==> src/rtl/conversor_bcd.sv <==
// -----------------------------------------------------------------------------
// conversor_bcd
//
// Sequential binary-to-BCD converter using the shift-and-add-3 (double dabble)
// method. A WIDTH-bit unsigned measurement is saturated to 999 and turned
// into hundreds/tens/units digits for the seven-segment digit multiplexer,
// together with the digit-significance flags it relies on.
//
// Ports:
//   CLK         single clock, rising-edge
//   RESET_N     asynchronous active-low reset
//   binario     value to convert, sampled only when a start is accepted
//   iniciar     start request, accepted only while idle
//   centenas    hundreds digit (BCD)
//   decenas     tens digit (BCD)
//   unidades    units digit (BCD)
//   C           result >= 100
//   De          result >= 10 (always set when C is set)
//   U           a valid result is present (set after any conversion)
//   sobrecarga  last converted input exceeded 999
//   ocupado     conversion in progress
//   listo       one-cycle pulse, coincides with result update
//
// Latency is WIDTH clocks from the accepted start to the listo cycle; a new
// start may be accepted in the listo cycle itself.
// -----------------------------------------------------------------------------
module conversor_bcd #(
  parameter int unsigned WIDTH = 10
) (
  input  logic             CLK,
  input  logic             RESET_N,
  input  logic [WIDTH-1:0] binario,
  input  logic             iniciar,
  output logic [3:0]       centenas,
  output logic [3:0]       decenas,
  output logic [3:0]       unidades,
  output logic             C,
  output logic             De,
  output logic             U,
  output logic             sobrecarga,
  output logic             ocupado,
  output logic             listo
);

  typedef enum logic {
    REPOSO,
    DESPLAZA
  } estado_t;

  estado_t estado, estado_sig;

  // Working registers of the conversion.
  logic [WIDTH-1:0] bin_sr;   // binary shift register, MSB shifts into BCD
  logic [11:0]      bcd;      // three-digit BCD accumulator
  logic [3:0]       cuenta;   // shifts performed so far
  logic             ovf;      // input was above 999

  // Combinational helpers.
  logic [15:0]      bin_ext;
  logic             ovf_in;
  logic [WIDTH-1:0] bin_sat;
  logic [11:0]      bcd_adj;
  logic [11:0]      bcd_shift;
  logic             ultimo;
  logic             arranque;

  // Saturation happens before conversion so the 12-bit accumulator can never
  // overflow. The comparison is done on a widened copy so it stays valid for
  // widths narrower than 10 bits, where it simply never fires.
  always_comb begin
    bin_ext = 16'(binario);
    ovf_in  = (bin_ext > 16'd999);
    bin_sat = ovf_in ? WIDTH'(999) : binario;
  end

  // Add-3 correction on every nibble >= 5, then the combined left shift.
  always_comb begin
    bcd_adj = bcd;
    for (int unsigned i = 0; i < 3; i++) begin
      if (bcd[4*i +: 4] >= 4'd5) begin
        bcd_adj[4*i +: 4] = bcd[4*i +: 4] + 4'd3;
      end
    end
    bcd_shift = {bcd_adj[10:0], bin_sr[WIDTH-1]};
  end

  always_comb begin
    ultimo   = (cuenta == 4'(WIDTH - 1));
    arranque = (estado == REPOSO) && iniciar;
    ocupado  = (estado == DESPLAZA);
  end

  // State register.
  always_ff @(posedge CLK or negedge RESET_N) begin
    if (!RESET_N) begin
      estado <= REPOSO;
    end else begin
      estado <= estado_sig;
    end
  end

  // Next-state logic. Starts arriving while busy are simply not looked at.
  always_comb begin
    estado_sig = estado;
    case (estado)
      REPOSO:   if (iniciar) estado_sig = DESPLAZA;
      DESPLAZA: if (ultimo)  estado_sig = REPOSO;
      default:  estado_sig = REPOSO;
    endcase
  end

  // Datapath and result registers.
  always_ff @(posedge CLK or negedge RESET_N) begin
    if (!RESET_N) begin
      bin_sr     <= '0;
      bcd        <= '0;
      cuenta     <= '0;
      ovf        <= 1'b0;
      centenas   <= '0;
      decenas    <= '0;
      unidades   <= '0;
      C          <= 1'b0;
      De         <= 1'b0;
      U          <= 1'b0;
      sobrecarga <= 1'b0;
      listo      <= 1'b0;
    end else begin
      listo <= 1'b0;
      if (arranque) begin
        bin_sr <= bin_sat;
        ovf    <= ovf_in;
        bcd    <= '0;
        cuenta <= '0;
      end else if (estado == DESPLAZA) begin
        bcd    <= bcd_shift;
        bin_sr <= bin_sr << 1;
        cuenta <= cuenta + 4'd1;
        // Results are taken from the post-shift value of the final step so
        // the outputs never expose a partially converted accumulator.
        if (ultimo) begin
          centenas   <= bcd_shift[11:8];
          decenas    <= bcd_shift[7:4];
          unidades   <= bcd_shift[3:0];
          C          <= |bcd_shift[11:8];
          De         <= |bcd_shift[11:4];
          U          <= 1'b1;
          sobrecarga <= ovf;
          listo      <= 1'b1;
        end
      end
    end
  end

endmodule

==> config.mk <==
export PLATFORM = sky130hd
export DESIGN_NAME = conversor_bcd
export DESIGN_NICKNAME = d
export VERILOG_FILES = /design/src/rtl/conversor_bcd.sv
export SDC_FILE = /design/constraint.sdc
export NUM_CORES = 1
export LEC_CHECK = 0
export ABC_AREA = 1
export BUFFER_PORTS_ARGS = -buffer_cell sky130_fd_sc_hd__clkbuf_2
export CORE_MARGIN = 4
export CORE_UTILIZATION = 35
export DETAILED_ROUTE_END_ITERATION = 6
export GPL_ROUTABILITY_DRIVEN = 0
export GPL_TIMING_DRIVEN = 0
export HOLD_SLACK_MARGIN = 0.12
export SLEW_MARGIN = 5
export SYNTH_ARGS = -nofsm -noshare
export SYNTH_HDL_FRONTEND = slang
export SYNTH_SLANG_ARGS = --single-unit
export TNS_END_PERCENT = 10
==> constraint.sdc <==
create_clock -name CLK -period 2.6 [get_ports CLK]
set_clock_uncertainty 0.05 [all_clocks]
set_input_delay 0.39 -clock CLK [delete_from_list [all_inputs] [get_ports CLK]]
set_output_delay 0.39 -clock CLK [all_outputs]
set_load 0.03 [all_outputs]
==> impl_metrics.ini <==
[outcome]
outcome = finished, final reports clean

[placed_design]
io_buffers = 30
placed_cell_area_um2 = 2320
place_hpwl_mm = 3.16

[logic_synthesis]
synth_edf_count = 0
syn_area_per_cell_um2 = 8.98
synth.distinct_cells = 25
synth-seq-area-share = 0.540
yosys_warnings = 0
synthFlopType = dfrtp_1
mappedNetlistArea_um2 = 2080
synthArstFlopShare = 1.00
syn_inst = 232
ys_ff_latch = 45
syn_nets = 253

[drt]
avgViaCountPerCell = 4.97
drt_iter0_markers = 73
antenna_left = 0
drcViolationCount = 0
dr_total_vias = 1695
routed_wl_mm = 4.40
firstDrtPassIters = 4
wire_per_inst_um = 12.9

[timing]
period_share = 0.617
setup_viol = 0
worstMarginPinSlew_ns = 1.09
fmax_mhz = 624
rsz0062_at_grt = false
relSlewSlack = 0.272
drv_slew = 0
period_minus_slack_ns = 1.60
tns_ns = 0
timing.hold.ws_ns = 0.249
hold_viol_final = 0

[power_and_ir_drop]
leakagePower_nw = 1.22
finalPower_mw = 3.08
power_density_nw_per_um2 = 1280
clockPowerShare = 0.137
p_sw_frac = 0.449
p_switching_mw = 1.38
p_int_mw = 1.70
ir_drop_uv = 559
seqPwrFrac = 0.384
power_frac_comb = 0.478

[worst_setup_path]
cpMostUsedCell = nand2_1
startpoint = bcd[4]
worstPathMaxFanout = 4
critPathRequiredTime_ns = 2.72
path_buf_inv = 2
cp_num_cells = 9
critical-path-slowest-cell = dfrtp_1
reg2reg_from = bcd[4]
endpoint = De
cp_cell_sequence = inv_1, ha_1, inv_1, nand2_1, nand3_1, nand2_1, nand2_1, nor2_2, a21oi_1
worstPathArrival_ns = 1.73
r2r_setup_slack_ns = 1.0
start_kind = flop
cp_top_family = simple AND/OR/NAND/NOR gates
r2r_end = De
end_kind = flop
cpPeakStageDelay_ns = 0.42
reg2reg_depth = 9
worstSetupPathType = flop to flop

[clocking]
cts_tree = done
cts_resized = 0
path_clk_slew_ns = 0.08
clkSinkCount = 45
cts_setup_buffers = 0
numCtsBuffers = 5
htree_levels = 2
postCtsHoldBufs = 0
clockBufferDepth = 2
ctsRootBufferMaster = clkbuf_8
clk-insertion-delay-late_ns = 0.29

[global_route]
grt_pass1_vias = 1726
grt_max_degree = 46
grt_overflow = 0
gr-usage-all-layers = 0.133
grt_pass1_wl_mm = 7.93
antenna_found_initial = 0

[final_layout]
multi_input_area_um2 = 823
area_delta_synth_final_pct = 15.7
fillers = 573
drive_above_1_share = 0.201
fin_area_um2 = 2410
final_nets = 290
insertedDiodeCount = 0
register_area_um2 = 1130

[worst_hold_path]
hold_path_class = input port to async pin

[floorplan]
num_rows = 27
core_area_um2 = 5640
dieArea_um2 = 7250
initial_core_util = 0.369
die_y_um = 85.2
ios = 31
die_x_um = 85.2

[run]
max_cap_viol_count = 0
[Yosys cell counts, types with 2 or more instances]
master	n	area (um2)
nand4_1	7	43.8
dfrtp_1	45	1130
o21ai_0	18	90.1
nand3_1	14	70.1
nor2_1	14	52.6
inv_2	4	15.0
inv_1	21	78.8
buf_2	6	30.0
a31oi_1	2	12.5
a22oi_1	4	30.0
o21ai_1	2	10.0
o22ai_1	11	68.8
a21oi_1	3	15.0
nor2_4	2	22.5
nor2_2	2	12.5
nand2_1	61	229
ha_1	8	100
[placed cells by master, fill, tap and decap left out, drive strengths merged]
| cell type | instances |
|---|---|
| o21ai | 20 |
| o221ai | 1 |
| a21oi | 3 |
| a22oi | 4 |
| nand4 | 7 |
| buf | 7 |
| xor2 | 1 |
| nor2 | 18 |
| nand3 | 15 |
| clkbuf | 37 |
| o22ai | 11 |
| ha | 8 |
| a31oi | 2 |
| o211ai | 1 |
| nand2 | 62 |
| inv | 25 |
| dfrtp | 45 |
| or2 | 2 |
[flip-flops by register name, indices dropped and copies added, names as in the netlist]
signal / count
bin_sr: 10
ocupado: 1
ovf: 1
De: 1
sobrecarga: 1
centenas: 4
decenas: 4
listo: 1
bcd: 12
cuenta: 4
unidades: 4
C: 1
U: 1
[power by group through the flow]
stage	combinational [mW]	sequential (mW)	clock (mW)
5_1_grt	1.68	1.23	0.474
6_report	1.47	1.18	0.423
3_3_place_gp	1.45	1.19	0
3_5_place_dp	1.48	1.20	0
2_1_floorplan	0.884	1.40	0
4_1_cts	1.49	1.18	0.442
[metrics by stage]
step / setup WS (ns) / instances / util
floorplan: 1.26 / 232 / -
global placement: 1.06 / 334 / 0.412
detailed placement: 1.02 / 334 / 0.412
CTS: 1.00 / 341 / 0.427
global route: 0.856 / 341 / 0.427
finish: 0.997 / 341 / 0.427
[cell type report]
cell class | count | area share
inverters | 25 | 0.0389
multi-input cells | 155 | 0.341
well taps | 72 | 0.0374
repair buffers | 30 | 0.0623
clock buffers | 7 | 0.0358
plain buffers | 7 | 0.0171
flip-flops and latches | 45 | 0.467
[routing by layer]
| layer | wire, um | vias to the layer above | track usage |
|---|---|---|---|
| met1 | 2060 | 811 | 0.171 |
| met5 | 0 | - | 0 |
| met4 | 39 | 0 | 0.0360 |
| met3 | 168 | 4 | 0.0311 |
| li1 | - | 844 | - |
| met2 | 2130 | 36 | 0.225 |
[logic make-up after synthesis]
logic type | synth area share
AO/OA/AOI/OAI | 0.116
XOR/XNOR | 0.00420
adder cells (fa/ha/maj) | 0.0480
buffers and inverters | 0.0648
flip-flops | 0.540
AND/OR/NAND/NOR | 0.226
[worst min-delay path by stage]
stage	startpoint	endpoint	slack, ns	cells after the start
global route	binario[1]	bin_sr[1]	0.27	3
finish	RESET_N	unidades[2]	0.25	1
detailed placement	U	U	0.41	1
global placement	U	U	0.41	1
floorplan	RESET_N	C	0.04	0
CTS	binario[1]	bin_sr[1]	0.26	3
Note: power is estimated with default switching activity, not from simulation.
